## config.mk

```make
export PLATFORM = sky130hd
export DESIGN_NAME = gnn_stream_adapter
export DESIGN_NICKNAME = d
export VERILOG_FILES = /design/src/rtl/gnn_io_pkg.sv /design/src/rtl/gnn_result_serializer.sv /design/src/rtl/gnn_stream_adapter.sv
export SDC_FILE = /design/constraint.sdc
export NUM_CORES = 1
export LEC_CHECK = 0
export CELL_PAD_IN_SITES_DETAIL_PLACEMENT = 1
export CELL_PAD_IN_SITES_GLOBAL_PLACEMENT = 1
export CORE_ASPECT_RATIO = 0.75
export CORE_MARGIN = 2
export CORE_UTILIZATION = 36
export CTS_CLUSTER_SIZE = 40
export DETAILED_ROUTE_END_ITERATION = 8
export HOLD_SLACK_MARGIN = 0.03
export PLACE_DENSITY_LB_ADDON = 0.1
export SLEW_MARGIN = 20
export SYNTH_ARGS = -nofsm -noshare
export SYNTH_HDL_FRONTEND = slang
export SYNTH_SLANG_ARGS = --single-unit
```

## constraint.sdc

```tcl
create_clock -name clk -period 4.39 [get_ports clk]
set_input_delay 0.878 -clock clk [delete_from_list [all_inputs] [get_ports clk]]
set_output_delay 0.878 -clock clk [all_outputs]
set_load 0.02 [all_outputs]
```

## src/rtl/gnn_io_pkg.sv

```systemverilog
// Shared types and sizing constants for the GNN stream adapter.
package gnn_io_pkg;

    typedef enum logic [1:0] {
        LOAD = 2'd0,
        FIRE = 2'd1,
        WAIT = 2'd2,
        SEND = 2'd3
    } gnn_io_state_t;

    localparam int NUM_FEAT_BEATS = 16;
    localparam int NUM_WH_BEATS   = 16;
    localparam int NUM_WO_BEATS   = 8;
    localparam int LOAD_BEATS     = 40;
    localparam int NUM_RESULTS    = 8;

    localparam int BEAT_CNT_W = 6;
    localparam int RES_IDX_W  = 3;

    // True for the final beat of a load sequence.
    function automatic logic is_last_beat(input logic [BEAT_CNT_W-1:0] cnt);
        return (cnt == BEAT_CNT_W'(LOAD_BEATS - 1));
    endfunction

endpackage

```

## src/rtl/gnn_result_serializer.sv

```systemverilog
// Captures the eight core results in one cycle and emits them one per
// handshake on a valid/ready stream, flagging the final beat.
module gnn_result_serializer
    import gnn_io_pkg::*;
#(
    parameter int OUTPUT_WIDTH = 21
)
(
    input  logic                                clk,
    input  logic                                rst,
    input  logic                                capture,
    input  logic                                start,
    input  logic [NUM_RESULTS*OUTPUT_WIDTH-1:0] results,
    output logic                                m_valid,
    input  logic                                m_ready,
    output logic [OUTPUT_WIDTH-1:0]             m_data,
    output logic                                m_last,
    output logic                                done
);

    localparam logic [RES_IDX_W-1:0] RES_LAST = RES_IDX_W'(NUM_RESULTS - 1);

    logic [OUTPUT_WIDTH-1:0] cap_r [NUM_RESULTS];
    logic [RES_IDX_W-1:0]    res_idx_r;
    logic [RES_IDX_W-1:0]    res_inc_s;
    logic                    m_valid_r;
    logic                    m_last_r;
    logic [OUTPUT_WIDTH-1:0] m_data_r;
    logic                    hs_s;

    assign res_inc_s = res_idx_r + RES_IDX_W'(1);
    assign hs_s      = m_valid_r && m_ready;
    assign done      = hs_s && (res_idx_r == RES_LAST);

    assign m_valid = m_valid_r;
    assign m_data  = m_data_r;
    assign m_last  = m_last_r;

    // Snapshot all results at once so the core may move on while we send.
    always_ff @(posedge clk) begin
        if (rst) begin
            for (int i = 0; i < NUM_RESULTS; i++) cap_r[i] <= '0;
        end else if (capture) begin
            for (int i = 0; i < NUM_RESULTS; i++)
                cap_r[i] <= results[i*OUTPUT_WIDTH +: OUTPUT_WIDTH];
        end else begin
            for (int i = 0; i < NUM_RESULTS; i++) cap_r[i] <= cap_r[i];
        end
    end

    // Output stream: first beat comes straight from the live inputs on start,
    // later beats from the capture buffer; everything holds while stalled.
    always_ff @(posedge clk) begin
        if (rst) begin
            m_valid_r <= 1'b0;
            m_last_r  <= 1'b0;
            m_data_r  <= '0;
            res_idx_r <= '0;
        end else if (start) begin
            m_valid_r <= 1'b1;
            m_last_r  <= 1'b0;
            m_data_r  <= results[0 +: OUTPUT_WIDTH];
            res_idx_r <= '0;
        end else if (hs_s) begin
            if (res_idx_r == RES_LAST) begin
                m_valid_r <= 1'b0;
                m_last_r  <= 1'b0;
                m_data_r  <= '0;
                res_idx_r <= '0;
            end else begin
                m_valid_r <= 1'b1;
                m_last_r  <= (res_inc_s == RES_LAST);
                m_data_r  <= cap_r[res_inc_s];
                res_idx_r <= res_inc_s;
            end
        end else begin
            m_valid_r <= m_valid_r;
            m_last_r  <= m_last_r;
            m_data_r  <= m_data_r;
            res_idx_r <= res_idx_r;
        end
    end

endmodule

```

## src/rtl/gnn_stream_adapter.sv

```systemverilog
// Stream adapter for one 4-node GNN core: deserialises the 40-beat load
// stream onto the parallel feature/weight buses, strobes the core, waits
// for all results and hands them to the result serialiser.
module gnn_stream_adapter
    import gnn_io_pkg::*;
#(
    parameter int DATA_WIDTH   = 5,
    parameter int OUTPUT_WIDTH = 21,
    parameter int GNN_LATENCY  = 4
)
(
    input  logic                                  clk,
    input  logic                                  rst,
    input  logic                                  s_valid,
    output logic                                  s_ready,
    input  logic [DATA_WIDTH-1:0]                 s_data,
    output logic [NUM_FEAT_BEATS*DATA_WIDTH-1:0]  feat_flat,
    output logic [NUM_WH_BEATS*DATA_WIDTH-1:0]    w_hidden_flat,
    output logic [NUM_WO_BEATS*DATA_WIDTH-1:0]    w_out_flat,
    output logic                                  gnn_in_ready,
    input  logic [NUM_RESULTS*OUTPUT_WIDTH-1:0]   gnn_out_flat,
    input  logic [NUM_RESULTS-1:0]                gnn_out_ready,
    output logic                                  m_valid,
    input  logic                                  m_ready,
    output logic [OUTPUT_WIDTH-1:0]               m_data,
    output logic                                  m_last,
    output logic                                  busy
);

    localparam int FIRE_W = (GNN_LATENCY > 1) ? $clog2(GNN_LATENCY) : 1;
    localparam logic [FIRE_W-1:0] FIRE_LAST = FIRE_W'(GNN_LATENCY - 1);
    localparam int WH_BASE = NUM_FEAT_BEATS;
    localparam int WO_BASE = NUM_FEAT_BEATS + NUM_WH_BEATS;

    gnn_io_state_t           state_r;
    gnn_io_state_t           state_nxt_s;
    logic [BEAT_CNT_W-1:0]   beat_cnt_r;
    logic [FIRE_W-1:0]       fire_cnt_r;
    logic [DATA_WIDTH-1:0]   slot_r [LOAD_BEATS];
    logic                    s_ready_r;
    logic                    busy_r;
    logic                    gnn_in_ready_r;
    logic                    load_hs_s;
    logic                    capture_s;
    logic                    start_s;
    logic                    ser_done_s;

    assign s_ready      = s_ready_r;
    assign busy         = busy_r;
    assign gnn_in_ready = gnn_in_ready_r;

    for (genvar k = 0; k < NUM_FEAT_BEATS; k++) begin : g_feat
        assign feat_flat[k*DATA_WIDTH +: DATA_WIDTH] = slot_r[k];
    end
    for (genvar k = 0; k < NUM_WH_BEATS; k++) begin : g_wh
        assign w_hidden_flat[k*DATA_WIDTH +: DATA_WIDTH] = slot_r[WH_BASE + k];
    end
    for (genvar k = 0; k < NUM_WO_BEATS; k++) begin : g_wo
        assign w_out_flat[k*DATA_WIDTH +: DATA_WIDTH] = slot_r[WO_BASE + k];
    end

    // Next-state and per-cycle control strobes.
    always_comb begin
        state_nxt_s = state_r;
        load_hs_s   = 1'b0;
        capture_s   = 1'b0;
        start_s     = 1'b0;
        case (state_r)
            LOAD: begin
                load_hs_s = s_valid && s_ready_r;
                if (load_hs_s && is_last_beat(beat_cnt_r)) state_nxt_s = FIRE;
                else                                       state_nxt_s = LOAD;
            end
            FIRE: begin
                if (fire_cnt_r == FIRE_LAST) state_nxt_s = WAIT;
                else                         state_nxt_s = FIRE;
            end
            WAIT: begin
                if (&gnn_out_ready) begin
                    state_nxt_s = SEND;
                    capture_s   = 1'b1;
                    start_s     = 1'b1;
                end else begin
                    state_nxt_s = WAIT;
                end
            end
            SEND: begin
                if (ser_done_s) state_nxt_s = LOAD;
                else            state_nxt_s = SEND;
            end
            default: state_nxt_s = LOAD;
        endcase
    end

    // State register.
    always_ff @(posedge clk) begin
        if (rst) state_r <= LOAD;
        else     state_r <= state_nxt_s;
    end

    // Load beat position; the final beat wraps it for the next inference.
    always_ff @(posedge clk) begin
        if (rst) begin
            beat_cnt_r <= '0;
        end else if (load_hs_s) begin
            if (is_last_beat(beat_cnt_r)) beat_cnt_r <= '0;
            else                          beat_cnt_r <= beat_cnt_r + BEAT_CNT_W'(1);
        end else begin
            beat_cnt_r <= beat_cnt_r;
        end
    end

    // Counts cycles spent strobing the core.
    always_ff @(posedge clk) begin
        if (rst) begin
            fire_cnt_r <= '0;
        end else if (state_r == FIRE) begin
            if (fire_cnt_r == FIRE_LAST) fire_cnt_r <= '0;
            else                         fire_cnt_r <= fire_cnt_r + FIRE_W'(1);
        end else begin
            fire_cnt_r <= '0;
        end
    end

    // Feature/weight slots; each beat lands in the slot its position selects
    // and every slot holds until the next load rewrites it.
    always_ff @(posedge clk) begin
        if (rst) begin
            for (int i = 0; i < LOAD_BEATS; i++) slot_r[i] <= '0;
        end else begin
            for (int i = 0; i < LOAD_BEATS; i++) begin
                if (load_hs_s && (beat_cnt_r == BEAT_CNT_W'(i))) slot_r[i] <= s_data;
                else                                             slot_r[i] <= slot_r[i];
            end
        end
    end

    // Status outputs registered from the upcoming state so they align with it.
    always_ff @(posedge clk) begin
        if (rst) begin
            s_ready_r      <= 1'b0;
            busy_r         <= 1'b0;
            gnn_in_ready_r <= 1'b0;
        end else begin
            s_ready_r      <= (state_nxt_s == LOAD);
            busy_r         <= (state_nxt_s != LOAD);
            gnn_in_ready_r <= (state_nxt_s == FIRE);
        end
    end

    gnn_result_serializer #(
        .OUTPUT_WIDTH (OUTPUT_WIDTH)
    ) u_ser (
        .clk     (clk),
        .rst     (rst),
        .capture (capture_s),
        .start   (start_s),
        .results (gnn_out_flat),
        .m_valid (m_valid),
        .m_ready (m_ready),
        .m_data  (m_data),
        .m_last  (m_last),
        .done    (ser_done_s)
    );

endmodule

```

== After elaboration in Yosys (flattened, before gate mapping) ==
Memories as Yosys holds them, arrays and structs flattened.
Cells that the tools add are included.
Widths: inputs -> output; s select.
Cells by class
  add/subtract/negate cells: 3
  multiply operators: 0
  divide/modulo/power cells: 0
  magnitude comparators: 0
  eq/ne operators: 47
  shift operators: 0
  muxes and demuxes: 361
  bitwise gates (word level): 97
  reduce and logical (&&, ||, !) cells: 53
Operators by type and width (count)
  $mux 5: 80
  $mux 21: 19
  $mux 1: 257
  $eq 6x5->1 const B: 16
  $or 1x1->1: 96
  $eq 6x4->1 const B: 8
  $eq 6x6->1 const B: 8
  $logic_and 1x1->1: 44
  $eq 6x3->1 const B: 4
  $eq 6x2->1 const B: 2
  $pmux 2 s4: 1
  $reduce_and 8->1: 1
  $add 6x1->6 const B: 1
  $eq 2x2->1 const B: 3
  $eq 3x3->1 const B: 2
  $eq 6x1->1 const B: 1
  $logic_not 6->1: 1
  $mux 6: 1
  $eq 2x1->1 const B: 2
  $logic_not 2->1: 2
  $mux 2: 2
  $reduce_bool 2->1: 2
  $add 3x1->3 const B: 1
  $mux 3: 1
  6 further kinds: 6
Word-level totals
  register bits after elaboration: 39
  latch bits: 0
  RAM bits: 368
  ROM bits: 0
  output and inout port bits: 226
  memories kept: 2
Memories
  slot_r: words 40, bits a word 5, rd ports 40, clocked after memory_dff 0, write ports 40, line gnn_stream_adapter.sv:39  | logic [DATA_WIDTH-1:0] slot_r [LOAD_BEATS];
  u_ser.cap_r: words 8, bits a word 21, rd ports 1, clocked after memory_dff 0, write ports 8, line gnn_result_serializer.sv:23  | logic [OUTPUT_WIDTH-1:0] cap_r [NUM_RESULTS];

== Depth between registers and ports, before layout ==
Gate-level depths: netlist of run 1.
  depth after elaboration: 8
  gate-level depth with buffers: 10
  depth with buffers taken out: 6

== Cells and area by module ==
Synthesis of run 1 repeated with hierarchy kept, for this count alone.
Unflattened totals
  cells, all modules: 1219
  area total of the unflattened synthesis: 17013.8 um2
Modules (own cells, without submodules)
  gnn_result_serializer: times used 1, cells each 675, area each 8660.8 um2, seq. area each 5144.9 um2
  gnn_stream_adapter: times used 1, cells each 544, area each 8353.0 um2, seq. area each 6266.0 um2

== Worst setup path after synthesis of run 1 ==
No wires, ideal clock.
  kind: input to register
  from: input port gnn_out_ready[6]
  to: memory u_ser.cap_r[0][0] (enable)
  library setup time: 482 ps
  arrival: 4041 ps
  slack: -133 ps
  cell stages on the path: 5
  cells stage by stage: nand4_1 > nor3_2 > nor2_2 > buf_2 > inv_1
RTL lines
  start: declaration: line gnn_stream_adapter.sv:22  | input logic [NUM_RESULTS-1:0] gnn_out_ready,
  end: declaration: line gnn_result_serializer.sv:23

==> reports/metrics.yaml, run 1 <==
final_layout:
  syn2layout_area_growth_pct: 35.28
  fill_cells: 4539
  n_antenna_cell: 0
  layout.core_utilization_pct: 49.30
  final_cells: 2177
  finalNetCount: 1706
  multi_input_comb_area_um2: 4860
  layout.area.seq_um2: 11410
  layout-drive-gt1-share_pct: 7.822
place:
  post-place-cells: 2098
  preCtsSetupSlack_ns: 1.155
  port-buffer-count: 410
  gp_congestion: 0.7875
  detailedPlacementHpwl_um: 36450
yosys:
  synthCells: 1146
  synth_most_common_cell: "edfxtp_1"
  asyncSetResetFlopFracSynth_pct: 0
  postSynthNetCount: 1339
  largest_area_contributor_in_the_synthesized_netlist: "edfxtp_1"
  ys_seq_elements: 407
  netlist_top_cells_area: "edfxtp_1, dfxtp_1, nor2b_1, mux4_1, and3_1"
  yosys_warning_count: 0
  synth.lib_cells_used.distinct: 44
  synth_sequential_area_ratio_pct: 68.03
  synthDominantCellAreaShare_pct: 58.36
  synthesis.area_um2: 16770
  postSynth.topFlopCell: "edfxtp_1"
  synth-edff-count: 326
  post_synth_most_frequent_cells: "edfxtp_1, nor2b_1, and3_1, clkbuf_1, dfxtp_1"
  synthesized_area_per_cell_um2: 14.64
pwr:
  clock_power_share_pct: 38.9
  power_density_nw_per_um2: 391.3
  combinationalPowerShare_pct: 11.0
  p_sw_mw: 2.073
  static-leakage-power_nw: 8.396
  pwr-share-seq_pct: 50.1
  intPower_mw: 6.806
  p_sw_share_pct: 23.35
  irDropWorstVdd_v: 0.0002701
clock_network:
  cts_tree: "yes"
  hold_buffers: 0
  post-cts-setup-buffers: 0
  clock_tree.root_cell: "clkbuf_16"
  clock_transition_at_the_registers_of_the_reported_paths_ns: 0.06
  clk-insertion-delay-late_ns: 0.55
  cts_inserted_buffers: 43
  clock_sink_count: 407
  cts.repair.resized: 0
  cts_htree_levels: 2
  clk_path_buf_depth: 3
die:
  die-width_um: 253.2
  fp.dieArea_um2: 48350
  fp.dieH_um: 190.9
  placement_rows: 68
  io_pins: 411
  fp.coreArea_um2: 46030
  initial_utilization_pct: 36.44
route:
  total_via_count_in_the_routed_design: 11060
  vias_per_cell: 5.081
  post_drt_wl_per_cell_um: 24.67
  first_iter_violations: 811
  dr.pass1.iters: 5
  drcViolationCount: 0
  drtAntennaViolNets: 0
  routed_wl_um: 53700
sta:
  finalSetupTns_ns: 0
  finalHoldViolations: 0
  timing.max_slew.rel_slack_pct: 33.05
  final_min_period_over_clock_period_pct: 61.92
  finalClockSkew_ns: 0.01723
  fmax_mhz: 367.9
  number_of_endpoints_failing_setup_at_the_final_stage: 0
  post-route-worst-setup-slack_ns: 1.672
  actual_transition_at_the_worst_max_transition_pin_ns: 0.9938
  finalCriticalPeriod_ns: 2.718
  finalMaxSlewViolations: 0
  setup_repair_after_global_routing_missed_its_margin: "false"
status:
  outcome: "finished clean"
critical_path:
  path_class: "in -> reg"
  timing.critical_path.required_ns: 4.62
  category_of_the_worst_setup_path_capture_point: "register"
  critPathMaxFanout: 14
  crit_start_category: "primary input"
  critPathArrivalTime_ns: 2.95
global_routing:
  number_of_antenna_violations_at_the_first_check_in_global_routing: 3
  first_pass_grt_wire_length_um: 77000
  grt_util_all_layers_pct: 21.91
  pin_count_of_the_biggest_net_entering_global_routing: 195
  grt_pass1_vias: 11180
  overflow: 0
flow_run:
  drv.max_cap_violation_count: 0
worst_hold_path:
  timing.hold.worst.class: "reg -> reg"
## sequential cells by signal, indices dropped and copies added (netlist names)
register / cells
s_ready: 1
state_r: 2
u_ser.m_last: 1
u_ser.m_valid: 1
u_ser.cap_r: 168
beat_cnt_r: 6
gnn_in_ready: 1
busy: 1
u_ser.res_idx_r: 3
fire_cnt_r: 2
u_ser.m_data: 21
slot_r: 200
## worst max-delay path, cell delays in order
cell and delay (ns):
clkdlybuf4s50_1 0.45, and4bb_4 0.36, nand3_2 0.21, nor3b_1 0.68, a21o_1 0.36
## worst paths after layout
check	cells past startpoint	slack, ns	endpoint	from
worst min register to register	1	0.43	fire_cnt_r[0]	fire_cnt_r[0]
worst max register to register	6	1.84	u_ser.m_data[18]	u_ser.res_idx_r[0]
worst min-delay path	1	0.43	fire_cnt_r[0]	fire_cnt_r[0]
worst max-delay path	5	1.67	slot_r[3][19]	s_valid
## layout make-up
cell class	count	area share [%]
clock buffer	65	5.514
clock inverter	14	0.3198
inverter	7	0.1434
multi-input combinational	625	21.42
sequential	407	50.29
tap	630	3.474
timing repair buffer	429	18.84
## placed cells by master, fill, tap and decap left out, types with 5 or more instances in the layout
cell type / count
ha_1: 6
nand3_1: 29
nor2b_1: 178
a21o_1: 16
buf_4: 16
clkbuf_16: 45
mux2_2: 21
clkbuf_1: 15
nor2_1: 13
clkdlybuf4s50_1: 407
a31oi_1: 22
edfxtp_1: 326
clkbuf_8: 5
a21oi_1: 5
o21ai_0: 15
mux4_1: 38
clkinv_2: 6
inv_1: 5
nand4_1: 7
dfxtp_1: 80
a22o_1: 42
and3_1: 130
clkinv_1: 5
nand2_1: 68
## through the flow
step | power (mW) | hold slack [ns] | cell area, um^2
6_report | 8.879 | 0.4341 | 22690
5_1_grt | 9.176 | 0.4596 | 22690
4_1_cts | 8.988 | 0.4378 | 22690
3_5_place_dp | 5.511 | 0.4292 | 21370
3_3_place_gp | 5.506 | 0.4155 | 21370
2_1_floorplan | 4.904 | 0.4063 | 16780
## power groups by stage
stage | logic (mW) | registers [mW] | clock network, mW
after global routing | 1.03 | 4.47 | 3.68
final | 0.979 | 4.45 | 3.45
after detailed placement | 0.984 | 4.53 | 0
after CTS | 0.990 | 4.45 | 3.55
after floorplan | 0.208 | 4.70 | 0
after global placement | 0.983 | 4.52 | 0
## metal layers
layer / global-route usage [%] / share of wire [%]
met1: 31.82 / 46
met2: 33.20 / 45
met3: 5.692 / 7.3
met4: 4.324 / 1.5
met5: 0 / 0
## cells by family after synthesis
| logic type | synth area share (%) |
|---|---|
| AO/OA/AOI/OAI | 4.655 |
| flip-flops | 68.03 |
| multiplexers | 7.900 |
| buffers and inverters | 3.096 |
| adder cells (fa/ha/maj) | 0.5968 |
| AND/OR/NAND/NOR | 15.46 |
| XOR/XNOR | 0.2611 |
(Power assumes the default switching activity.)
==> run 2, diff against run 1 <==
- clock period: 4.39 -> 2.3 ns (I/O delays scaled with it)
==> reports/metrics.yaml, run 2 (synthesized netlist as in run 1, its figures left out) <==
critical_path:
  r2r_cell_count: 7
  critPathArrivalTime_ns: 2.59
  regToRegSetupSlack_ns: 0.13
  timing.critical_path.required_ns: 2.72
  category_of_the_worst_setup_path_capture_point: "register"
  crit_start_category: "register"
  timing.rr.start: "u_ser.res_idx_r[0]"
  path_class: "reg -> reg"
  regToRegEndpoint: "u_ser.m_data[10]"
  critPathMaxFanout: 12
clock_network:
  cts.repair.resized: 0
  clk_path_buf_depth: 3
  cts_inserted_buffers: 43
  hold_buffers: 0
  cts_tree: "yes"
  clk-insertion-delay-late_ns: 0.55
  cts_htree_levels: 2
  clock_transition_at_the_registers_of_the_reported_paths_ns: 0.07
  clock_sink_count: 407
  clock_tree.root_cell: "clkbuf_16"
  post-cts-setup-buffers: 0
worst_hold_path:
  timing.hold.worst_endpoint: "state_r[1]"
  timing.hold.worst.start: "rst"
  timing.hold.worst_path_depth: 2
  timing.hold.worst.class: "in -> reg"
pwr:
  irDropWorstVdd_v: 0.0004873
  static-leakage-power_nw: 8.796
  power_density_nw_per_um2: 750.2
  fin_total_pwr_mw: 17.60
sta:
  worst_hold_slack_ns: 0.2441
  timing.max_slew.rel_slack_pct: 52.11
  final_min_period_over_clock_period_pct: 94.14
  actual_transition_at_the_worst_max_transition_pin_ns: 0.7158
  finalCriticalPeriod_ns: 2.165
  finalMaxSlewViolations: 0
  number_of_endpoints_failing_setup_at_the_final_stage: 0
  post-route-worst-setup-slack_ns: 0.1347
  setup_repair_after_global_routing_missed_its_margin: "false"
  finalHoldViolations: 0
  fmax_mhz: 461.8
  finalClockSkew_ns: 0.01607
place:
  preCtsSetupSlack_ns: -0.06467
  port-buffer-count: 410
  detailedPlacementHpwl_um: 39110
  gp_congestion: 0.8036
  post-place-cells: 2151
global_routing:
  number_of_antenna_violations_at_the_first_check_in_global_routing: 4
  grt_pass1_vias: 11710
  pin_count_of_the_biggest_net_entering_global_routing: 109
  overflow: 0
  first_pass_grt_wire_length_um: 81200
  grt_util_all_layers_pct: 23.08
route:
  post_drt_wl_per_cell_um: 24.98
  routed-wl-met3_um: 4547
  routed_wl_um: 55680
  first_iter_violations: 815
  topRoutingLayerUsed: "met4"
  dr.pass1.iters: 5
  dr_wl_met2_um: 24520
  total_via_count_in_the_routed_design: 11350
  metal1_wirelength_um: 25500
  drcViolationCount: 0
  vias_per_cell: 5.092
  drtAntennaViolNets: 0
die:
  io_pins: 411
  placement_rows: 68
  fp.dieArea_um2: 48350
  initial_utilization_pct: 36.44
  fp.coreArea_um2: 46030
  die-width_um: 253.2
  fp.dieH_um: 190.9
final_layout:
  largest_register_ff_count: 200
  largest-register: "slot_r"
  layout-drive-gt1-share_pct: 11.01
  final_cells: 2229
  most_common_library_cell_in_the_layout_ignoring_fill_and_taps: "clkdlybuf4s50_1"
  syn2layout_area_growth_pct: 39.88
  most-common-layout-cells: "clkdlybuf4s50_1, edfxtp_1, nor2b_1"
  layout.core_utilization_pct: 50.97
  finalNetCount: 1759
flow_run:
  drv.max_cap_violation_count: 0
status:
  outcome: "finished clean"
[run 2: worst max path at each step]
stage	to	from	slack (ns)
after detailed placement	slot_r[1][16]	s_valid	-0.06
after CTS	u_ser.m_data[15]	u_ser.res_idx_r[0]	0.12
after global placement	slot_r[1][2]	s_valid	-0.06
final	u_ser.m_data[10]	u_ser.res_idx_r[0]	0.13
after floorplan	u_ser.cap_r[0][0]	gnn_out_ready[7]	-0.94
after global routing	u_ser.m_data[15]	u_ser.res_idx_r[0]	0.0008
[run 2: worst max-delay path, cell delays in order (launching register included)]
cell     delay, ns
dfxtp_2       0.39
inv_1         0.06
ha_2          0.42
buf_4         0.27
mux4_1        0.44
mux2_2        0.32
nand2_1       0.07
a31oi_1       0.06
[run 2: per-stage QoR]
step / TNS, ns / cell area [um^2]
after floorplan: -120.87 / 16790
after global placement: -4.331 / 22020
after detailed placement: -5.863 / 22020
after CTS: 0 / 23460
after global routing: 0 / 23460
final: 0 / 23460
[run 2: where the power goes]
part	leakage (nW)	switching [mW]	total, mW	internal (mW)
logic	4.29	1.02	1.97	0.944
clock network	0.703	2.93	7.16	4.23
registers	3.80	0.121	8.48	8.36
total	8.80	4.07	17.6	13.5
[run 2: layer usage]
metal  vias to the layer above  track usage [%]
li1                       5116                -
met1                      5810            33.62
met2                       355            33.98
met3                        68            6.740
met4                         0            5.234
met5                         -                0
[run 2: cell type report]
cell class	count	area (um^2)
Fill cell	4499	22570
Sequential cell	407	11410
Timing Repair Buffer	482	4933
Multi-Input combinational cell	625	4857
Clock buffer	59	1249
Tap cell	630	788.3
Clock inverter	18	187.7
Inverter	7	32.53
Antenna cell	1	2.502
